===== src/rtl/ej32_xu_sched_pkg.sv =====
`default_nettype none
// ==========================================================================
// ej32_xu_sched_pkg : op/state encodings for the eJ32 extended arithmetic unit
// Rev 1.0
// ==========================================================================
package ej32_xu_sched_pkg;

  typedef enum logic [2:0] {
    XU_MUL  = 3'd0,
    XU_DIV  = 3'd1,
    XU_REM  = 3'd2,
    XU_SHL  = 3'd3,
    XU_SHR  = 3'd4,
    XU_USHR = 3'd5
  } xu_op_t;

  typedef enum logic [1:0] {
    IDLE = 2'd0,
    EXEC = 2'd1,
    DIV  = 2'd2,
    DONE = 2'd3
  } xu_st_t;

  // Any encoding outside xu_op_t is executed as a pass-through of TOS
  localparam logic [2:0] XU_OP_BAD = 3'd7;

  function automatic logic [2:0] jvm_to_xu_op(input logic [7:0] opc);
    case (opc)
      8'h68:   return XU_MUL;
      8'h6c:   return XU_DIV;
      8'h70:   return XU_REM;
      8'h78:   return XU_SHL;
      8'h7a:   return XU_SHR;
      8'h7c:   return XU_USHR;
      default: return XU_OP_BAD;
    endcase
  endfunction

endpackage
`default_nettype wire


===== src/rtl/ej32_xu_sched_if.sv =====
`default_nettype none
// ==========================================================================
// ej32_xu_sched_if : requester <-> scheduler request/response bundle
// Rev 1.0
// ==========================================================================
interface ej32_xu_sched_if #(
  parameter int DSZ   = 32,
  parameter int N_REQ = 2
);
  logic [N_REQ-1:0]          req;
  logic [N_REQ-1:0][2:0]     req_op;
  logic [N_REQ-1:0][DSZ-1:0] req_s;
  logic [N_REQ-1:0][DSZ-1:0] req_t;
  logic [N_REQ-1:0]          ack;
  logic                      rsp_vld;
  logic [1:0]                rsp_id;
  logic [DSZ-1:0]            rsp_t;
  logic                      rsp_err;

  modport master (
    output req, req_op, req_s, req_t,
    input  ack, rsp_vld, rsp_id, rsp_t, rsp_err
  );

  modport slave (
    input  req, req_op, req_s, req_t,
    output ack, rsp_vld, rsp_id, rsp_t, rsp_err
  );
endinterface
`default_nettype wire


===== src/rtl/ej32_xu_sched_rr_arb.sv =====
`default_nettype none
// ==========================================================================
// ej32_xu_sched_rr_arb : combinational round-robin pick, registered pointer
// Rev 1.0
// ==========================================================================
module ej32_xu_sched_rr_arb #(
  parameter int N_REQ = 2
) (
  input  logic             clk,
  input  logic             rst,
  input  logic [N_REQ-1:0] req_i,
  input  logic             adv_i,
  output logic             vld_o,
  output logic [1:0]       idx_o
);
  logic [1:0] ptr_q, ptr_d;

  // Scan from the highest offset down so the closest requester to ptr wins
  always_comb begin
    logic [1:0] cand;
    cand  = 2'd0;
    vld_o = 1'b0;
    idx_o = 2'd0;
    for (int k = N_REQ - 1; k >= 0; k--) begin
      cand = 2'((int'(ptr_q) + k) % N_REQ);
      for (int i = 0; i < N_REQ; i++) begin
        if (req_i[i] && (cand == 2'(i))) begin
          vld_o = 1'b1;
          idx_o = cand;
        end
      end
    end
  end

  always_comb begin
    ptr_d = ptr_q;
    if (adv_i) ptr_d = 2'((int'(idx_o) + 1) % N_REQ);
  end

  always_ff @(posedge clk or posedge rst) begin
    if (rst) ptr_q <= 2'd0;
    else     ptr_q <= ptr_d;
  end
endmodule
`default_nettype wire


===== src/rtl/ej32_xu_sched.sv =====
`default_nettype none
// ==========================================================================
// ej32_xu_sched : arbitrates requesters onto mul/shift (1 cycle) and a radix-2
// signed divider. Option macro XU_DIV0_TRAP_EN: t==0 div/rem -> 0 with rsp_err.
// Rev 1.0
// ==========================================================================
module ej32_xu_sched
  import ej32_xu_sched_pkg::*;
#(
  parameter int DSZ   = 32,
  parameter int N_REQ = 2
) (
  input  logic           clk,
  input  logic           rst,
  ej32_xu_sched_if.slave xu,
  output logic           xu_bsy_o
);
  localparam int c_SHW = $clog2(DSZ);
  localparam int c_CW  = $clog2(DSZ) + 1;
`ifdef XU_DIV0_TRAP_EN
  localparam bit c_TRAP_EN = 1'b1;
`else
  localparam bit c_TRAP_EN = 1'b0;
`endif

  xu_st_t           state_q, state_d;
  logic [2:0]       op_q, op_d;
  logic [DSZ-1:0]   s_q, s_d, t_q, t_d;
  logic [DSZ-1:0]   dvs_q, dvs_d, rem_q, rem_d, quo_q, quo_d, res_q, res_d;
  logic [1:0]       id_q, id_d;
  logic [c_CW-1:0]  cnt_q, cnt_d;
  logic             err_q, err_d, vld_q, vld_d, bsy_q, bsy_d;
  logic [N_REQ-1:0] ack_q, ack_d;

  logic             w_arb_vld, w_acc, w_sel_div, w_op_div;
  logic [1:0]       w_idx;
  logic [2:0]       w_sel_op;
  logic [DSZ-1:0]   w_sel_s, w_sel_t, w_abs_s, w_abs_t, w_alu, w_q, w_r;
  logic [DSZ:0]     w_tmp, w_diff;
  logic [c_SHW-1:0] w_sh;

  assign w_acc = (state_q == IDLE) && w_arb_vld;

  ej32_xu_sched_rr_arb #(.N_REQ(N_REQ)) u_arb (
    .clk   (clk),
    .rst   (rst),
    .req_i (xu.req),
    .adv_i (w_acc),
    .vld_o (w_arb_vld),
    .idx_o (w_idx)
  );

  always_comb begin
    w_sel_op = '0;
    w_sel_s  = '0;
    w_sel_t  = '0;
    for (int i = 0; i < N_REQ; i++) begin
      if (w_idx == 2'(i)) begin
        w_sel_op = xu.req_op[i];
        w_sel_s  = xu.req_s[i];
        w_sel_t  = xu.req_t[i];
      end
    end
  end

  assign w_sel_div = (w_sel_op == XU_DIV) || (w_sel_op == XU_REM);
  assign w_op_div  = (op_q == XU_DIV) || (op_q == XU_REM);
  assign w_abs_s   = w_sel_s[DSZ-1] ? -w_sel_s : w_sel_s;
  assign w_abs_t   = w_sel_t[DSZ-1] ? -w_sel_t : w_sel_t;
  assign w_sh      = t_q[c_SHW-1:0];

  // Restoring step: dividend bits shift out of quo_q while quotient bits shift in
  assign w_tmp  = {rem_q, quo_q[DSZ-1]};
  assign w_diff = w_tmp - {1'b0, dvs_q};

  always_comb begin
    w_alu = t_q;
    case (op_q)
      XU_MUL:  w_alu = s_q * t_q;
      XU_SHL:  w_alu = s_q << w_sh;
      XU_SHR:  w_alu = $signed(s_q) >>> w_sh;
      XU_USHR: w_alu = s_q >> w_sh;
      XU_DIV,
      XU_REM:  w_alu = '0;
      default: ;
    endcase
  end

  // Java semantics: quotient truncates toward zero, remainder follows dividend
  always_comb begin
    w_q = (s_q[DSZ-1] ^ t_q[DSZ-1]) ? -quo_q : quo_q;
    w_r = s_q[DSZ-1] ? -rem_q : rem_q;
    if (dvs_q == '0) begin
      w_q = '1;
      w_r = s_q;
    end
  end

  always_comb begin
    state_d = state_q;
    op_d    = op_q;
    s_d     = s_q;
    t_d     = t_q;
    id_d    = id_q;
    dvs_d   = dvs_q;
    rem_d   = rem_q;
    quo_d   = quo_q;
    cnt_d   = cnt_q;
    res_d   = res_q;
    err_d   = err_q;
    ack_d   = '0;
    vld_d   = 1'b0;
    bsy_d   = bsy_q & ~vld_q;
    case (state_q)
      IDLE: begin
        if (w_arb_vld) begin
          for (int i = 0; i < N_REQ; i++) ack_d[i] = (w_idx == 2'(i));
          op_d  = w_sel_op;
          s_d   = w_sel_s;
          t_d   = w_sel_t;
          id_d  = w_idx;
          quo_d = w_abs_s;
          dvs_d = w_abs_t;
          rem_d = '0;
          cnt_d = '0;
          bsy_d = 1'b1;
          if (w_sel_div && !(c_TRAP_EN && (w_sel_t == '0))) state_d = DIV;
          else                                             state_d = EXEC;
        end
      end
      EXEC: begin
        res_d   = w_alu;
        err_d   = c_TRAP_EN & w_op_div;
        state_d = DONE;
      end
      DIV: begin
        if (cnt_q == c_CW'(DSZ)) begin
          res_d   = (op_q == XU_DIV) ? w_q : w_r;
          err_d   = 1'b0;
          state_d = DONE;
        end else begin
          cnt_d = cnt_q + c_CW'(1);
          if (!w_diff[DSZ]) begin
            rem_d = w_diff[DSZ-1:0];
            quo_d = {quo_q[DSZ-2:0], 1'b1};
          end else begin
            rem_d = w_tmp[DSZ-1:0];
            quo_d = {quo_q[DSZ-2:0], 1'b0};
          end
        end
      end
      DONE: begin
        vld_d   = 1'b1;
        state_d = IDLE;
      end
      default: state_d = IDLE;
    endcase
  end

  always_ff @(posedge clk or posedge rst) begin
    if (rst) begin
      state_q <= IDLE;
      op_q    <= '0;
      s_q     <= '0;
      t_q     <= '0;
      id_q    <= '0;
      dvs_q   <= '0;
      rem_q   <= '0;
      quo_q   <= '0;
      cnt_q   <= '0;
      res_q   <= '0;
      err_q   <= 1'b0;
      ack_q   <= '0;
      vld_q   <= 1'b0;
      bsy_q   <= 1'b0;
    end else begin
      state_q <= state_d;
      op_q    <= op_d;
      s_q     <= s_d;
      t_q     <= t_d;
      id_q    <= id_d;
      dvs_q   <= dvs_d;
      rem_q   <= rem_d;
      quo_q   <= quo_d;
      cnt_q   <= cnt_d;
      res_q   <= res_d;
      err_q   <= err_d;
      ack_q   <= ack_d;
      vld_q   <= vld_d;
      bsy_q   <= bsy_d;
    end
  end

  assign xu.ack     = ack_q;
  assign xu.rsp_vld = vld_q;
  assign xu.rsp_id  = id_q;
  assign xu.rsp_t   = res_q;
  assign xu.rsp_err = err_q;
  assign xu_bsy_o   = bsy_q;

  // A pending request must stay up until its ack is seen
  for (genvar i = 0; i < N_REQ; i++) begin : g_req_hold
    a_req_hold: assert property (@(posedge clk) disable iff (rst)
      ($past(xu.req[i]) && !$past(xu.ack[i]) && !xu.ack[i]) |-> xu.req[i]);
  end
endmodule
`default_nettype wire

===== src/flat_wrapper.sv =====
// flat-port wrapper written by rule: the top's interface ports become plain ports
module ej32_xu_sched_flat import ej32_xu_sched_pkg::*;
#(
  parameter int DSZ   = 32,
  parameter int N_REQ = 2
)
  (clk, rst, xu_bsy_o, xu_req, xu_req_op, xu_req_s, xu_req_t, xu_ack, xu_rsp_vld, xu_rsp_id, xu_rsp_t, xu_rsp_err);
  ej32_xu_sched_if #(.DSZ(DSZ), .N_REQ(N_REQ)) xu_i ();
  input  logic clk;
  input  logic rst;
  output logic xu_bsy_o;
  input wire logic [$bits(xu_i.req)-1:0] xu_req;
  input wire logic [$bits(xu_i.req_op)-1:0] xu_req_op;
  input wire logic [$bits(xu_i.req_s)-1:0] xu_req_s;
  input wire logic [$bits(xu_i.req_t)-1:0] xu_req_t;
  output wire logic [$bits(xu_i.ack)-1:0] xu_ack;
  output wire logic [$bits(xu_i.rsp_vld)-1:0] xu_rsp_vld;
  output wire logic [$bits(xu_i.rsp_id)-1:0] xu_rsp_id;
  output wire logic [$bits(xu_i.rsp_t)-1:0] xu_rsp_t;
  output wire logic [$bits(xu_i.rsp_err)-1:0] xu_rsp_err;
  assign xu_i.req = xu_req;
  assign xu_i.req_op = xu_req_op;
  assign xu_i.req_s = xu_req_s;
  assign xu_i.req_t = xu_req_t;
  assign xu_ack = xu_i.ack;
  assign xu_rsp_vld = xu_i.rsp_vld;
  assign xu_rsp_id = xu_i.rsp_id;
  assign xu_rsp_t = xu_i.rsp_t;
  assign xu_rsp_err = xu_i.rsp_err;
  ej32_xu_sched #(.DSZ(DSZ), .N_REQ(N_REQ)) u_core (.clk(clk), .rst(rst), .xu(xu_i), .xu_bsy_o(xu_bsy_o));
endmodule

===== config.mk =====
export PLATFORM = sky130hd
export DESIGN_NAME = ej32_xu_sched_flat
export DESIGN_NICKNAME = d
export VERILOG_FILES = /design/src/rtl/ej32_xu_sched_pkg.sv /design/src/rtl/ej32_xu_sched_if.sv /design/src/rtl/ej32_xu_sched_rr_arb.sv /design/src/rtl/ej32_xu_sched.sv /design/src/flat_wrapper.sv
export SDC_FILE = /design/constraint.sdc
export NUM_CORES = 2
export LEC_CHECK = 0
export CORE_MARGIN = 1.5
export CORE_UTILIZATION = 46
export DETAILED_ROUTE_END_ITERATION = 10
export PLACE_DENSITY = 0.61
export SLEW_MARGIN = 0
export SYNTH_ARGS = -nofsm -noshare
export SYNTH_HDL_FRONTEND = slang
export SYNTH_SLANG_ARGS = --single-unit

===== constraint.sdc =====
create_clock -name clk -period 8.9 [get_ports clk]
set_input_delay 1.335 -clock clk [delete_from_list [all_inputs] [get_ports clk]]
set_output_delay 1.335 -clock clk [all_outputs]
set_load 0.02 [all_outputs]

==> results.cfg <==
[run_status]
outcome = finished clean

[clock_network]
cts_tree = yes
numCtsBuffers = 24
cts_hold_buf = 0
postCtsSetupBuffers = 0
root_buffer = clkbuf_16
cts_buffer_depth = 3
clk_pin_slew_ns = 0.07
cts.sinks = 208
h-tree-depth = 1
ctsResizeCount = 0
worstSkewPairLatency_ns = 0.57

[setup_path]
critPathTopFamily = adder cells
rr_endpoint = u_core.xu.rsp_t[31]
startpoint = u_core.t_q[5]
path_depth = 24
critical_path_required_ns = 9.30
crit_path_max_incr_delay_ns = 1.04
worst-path-buf-inv = 4
path_common_cell = fa_1
cp_max_fo = 29
rr_startpoint = u_core.t_q[5]
cp_slowest_cell = dfrtp_1
crit_chain = and2_1, fa_1, fa_1, fa_1, inv_1, fa_1, inv_1, fa_1, inv_1, fa_1, inv_1, fa_1, fa_1, ha_1, a21oi_1, o21ai_0, o41ai_1, o21ai_0, a21oi_1, o41ai_1, a31o_2, a21oi_1, xnor2_1, o211ai_1
reg2regPathDepth = 24
rrSetupSlack_ns = 1.18
critPathLaunchType = flip-flop
worst_ep_arrival_time_ns = 8.12
crit_type = reg2reg
endpoint = u_core.xu.rsp_t[31]
crit_path_end_kind = flip-flop

[flow_run]
maxCapViolCount = 0

[sta]
report.final.hold_viol_count = 0
maxSlewHeadroom_pct = 22.2
setup_slack_ns = 1.18
slew_viol_final = 0
skew_ns = 0.0351
finalSetupTns_ns = 0
worst-slew-pin-transition_ns = 1.14
rsz0062_at_grt = no
fin_crit_ns = 7.72
fin_crit_sh_pct = 86.7
fmax_ghz = 0.130
setup_viol_count_final = 0

[global_route]
track_usage_pct = 32.5
antenna_found_initial = 4
grt_max_degree = 99
gr-total-overflow = 0
grt_pass1_vias = 29900
grt_pass1_wl_mm = 186

[layout]
final_cell_area_um2 = 37400
drive_gt1_share_pct = 5.24
nNetsFinal = 4739
area_delta_synth_final_pct = 9.49
fillers = 6983

[placed_design]
dp_hpwl_mm = 93.6
io_buffers = 174
pre_cts_ws_ns = 1.22
dpl_cell_area_um2 = 36600
gp_congestion = 1.07

[routing]
vias = 29800
wire_per_inst_um = 24.2
routed_via_density = 5.95
drtIter0Drc = 2822
wl_mm = 121
drtPass1Iterations = 6
antenna_left = 0
drc = 0

[logic_synthesis]
yosysSeqAreaShare_pct = 15.2
synth_edf_count = 0
synth.largest_area_cell = fa_1
ys_warn_count = 0
synth_top_flop_cell = dfrtp_1
synth_common_cells = nand2_1 (492), inv_1 (441), fa_1 (409)
synthTopCellsByArea = fa_1 (24%), dfrtp_1 (15%), and2_1 (6.2%), ha_1 (6.0%), nand2_1 (5.4%)
avgSynthCellArea_um2 = 8.46
synthDominantCellAreaShare_pct = 24.0
ys_async_sr_fraction_pct = 100
synth.cell_area_um2 = 34200
ys_ff_latch = 208
yosysMostFrequentCell = nand2_1
synth.distinct_cells = 89
synth_cells = 4038

[hold_path]
hp-class = reg2reg

[floorplanning]
rows = 99
core-area_um2 = 73200
die_y_um = 275
design.die.area_um2 = 75900
die_w_um = 275
ios = 177
start_util_pct = 46.7
metal layers:
layer | track usage (%) | vias to the layer above | part of all wire [%]
met1 | 42.3 | 14800 | 40
li1 | - | 13300 | -
met2 | 51.0 | 1347 | 45
met5 | 0 | - | 0.029
met3 | 6.61 | 355 | 8.6
met4 | 16.8 | 6 | 6.2
worst min path at each step:
stage	from	endpoint	slack, ns	cells past startpoint
4_1_cts	u_core.xu.rsp_vld	u_core.xu_bsy_o	0.46	1
3_5_place_dp	u_core.xu.rsp_vld	u_core.xu_bsy_o	0.45	1
2_1_floorplan	u_core.u_arb.ptr_q[0]	u_core.u_arb.ptr_q[0]	0.45	1
3_3_place_gp	u_core.xu.rsp_vld	u_core.xu_bsy_o	0.43	1
5_1_grt	u_core.xu.rsp_vld	u_core.xu_bsy_o	0.49	1
6_report	u_core.xu.rsp_vld	u_core.xu_bsy_o	0.45	1
cell families after synthesis:
family          synth area share (%)
buf+inv                         8.21
xor+xnor                        5.90
other cells                   0.0110
flops                           15.2
mux                             8.52
fa+ha+maj                       30.0
simple gates                    18.1
compound gates                  14.0
flip-flops by register name, indices dropped and copies added (netlist names):
name                cells
u_core.dvs_q           32
u_core.rem_q           32
u_core.state_q          2
u_core.op_q             3
u_core.xu.rsp_id        1
u_core.quo_q           32
u_core.u_arb.ptr_q      1
u_core.xu_bsy_o         1
u_core.s_q             32
u_core.xu.rsp_vld       1
u_core.xu.rsp_t        32
u_core.t_q             31
u_core.cnt_q            6
u_core.xu.ack           2
final cells by class:
type / instances / area (um2) / area share, %
Multi-Input combinational cell: 3100 / 26200 / 70.1
Sequential cell: 208 / 5220 / 14.0
Timing Repair Buffer: 251 / 2320 / 6.20
Inverter: 442 / 1670 / 4.46
Tap cell: 959 / 1200 / 3.21
Clock buffer: 37 / 711 / 1.90
Clock inverter: 5 / 75.1 / 0.201
Antenna cell: 1 / 2.50 / 0.00669
per-stage QoR:
step / hold WS (ns) / util, % / instances
2_1_floorplan: 0.455 / - / 4039
6_report: 0.450 / 51.1 / 5003
5_1_grt: 0.489 / 51.1 / 5002
3_5_place_dp: 0.446 / 50.0 / 4960
3_3_place_gp: 0.434 / 50.0 / 4960
4_1_cts: 0.455 / 51.1 / 5002
layout by cell type (no fill, tap or decap), types with 77 or more instances in the layout:
master / n
nand2_1: 492
inv_1: 440
fa_1: 409
and2_1: 336
o21ai_0: 290
a21oi_1: 212
dfrtp_1: 203
nor2_1: 190
mux2i_1: 176
clkdlybuf4s50_1: 174
ha_1: 164
xnor2_1: 135
xor2_1: 95
buf_4: 77
Power is not shown: default switching activity piles up to over one toggle a cycle in this logic, so the estimate is an artifact.
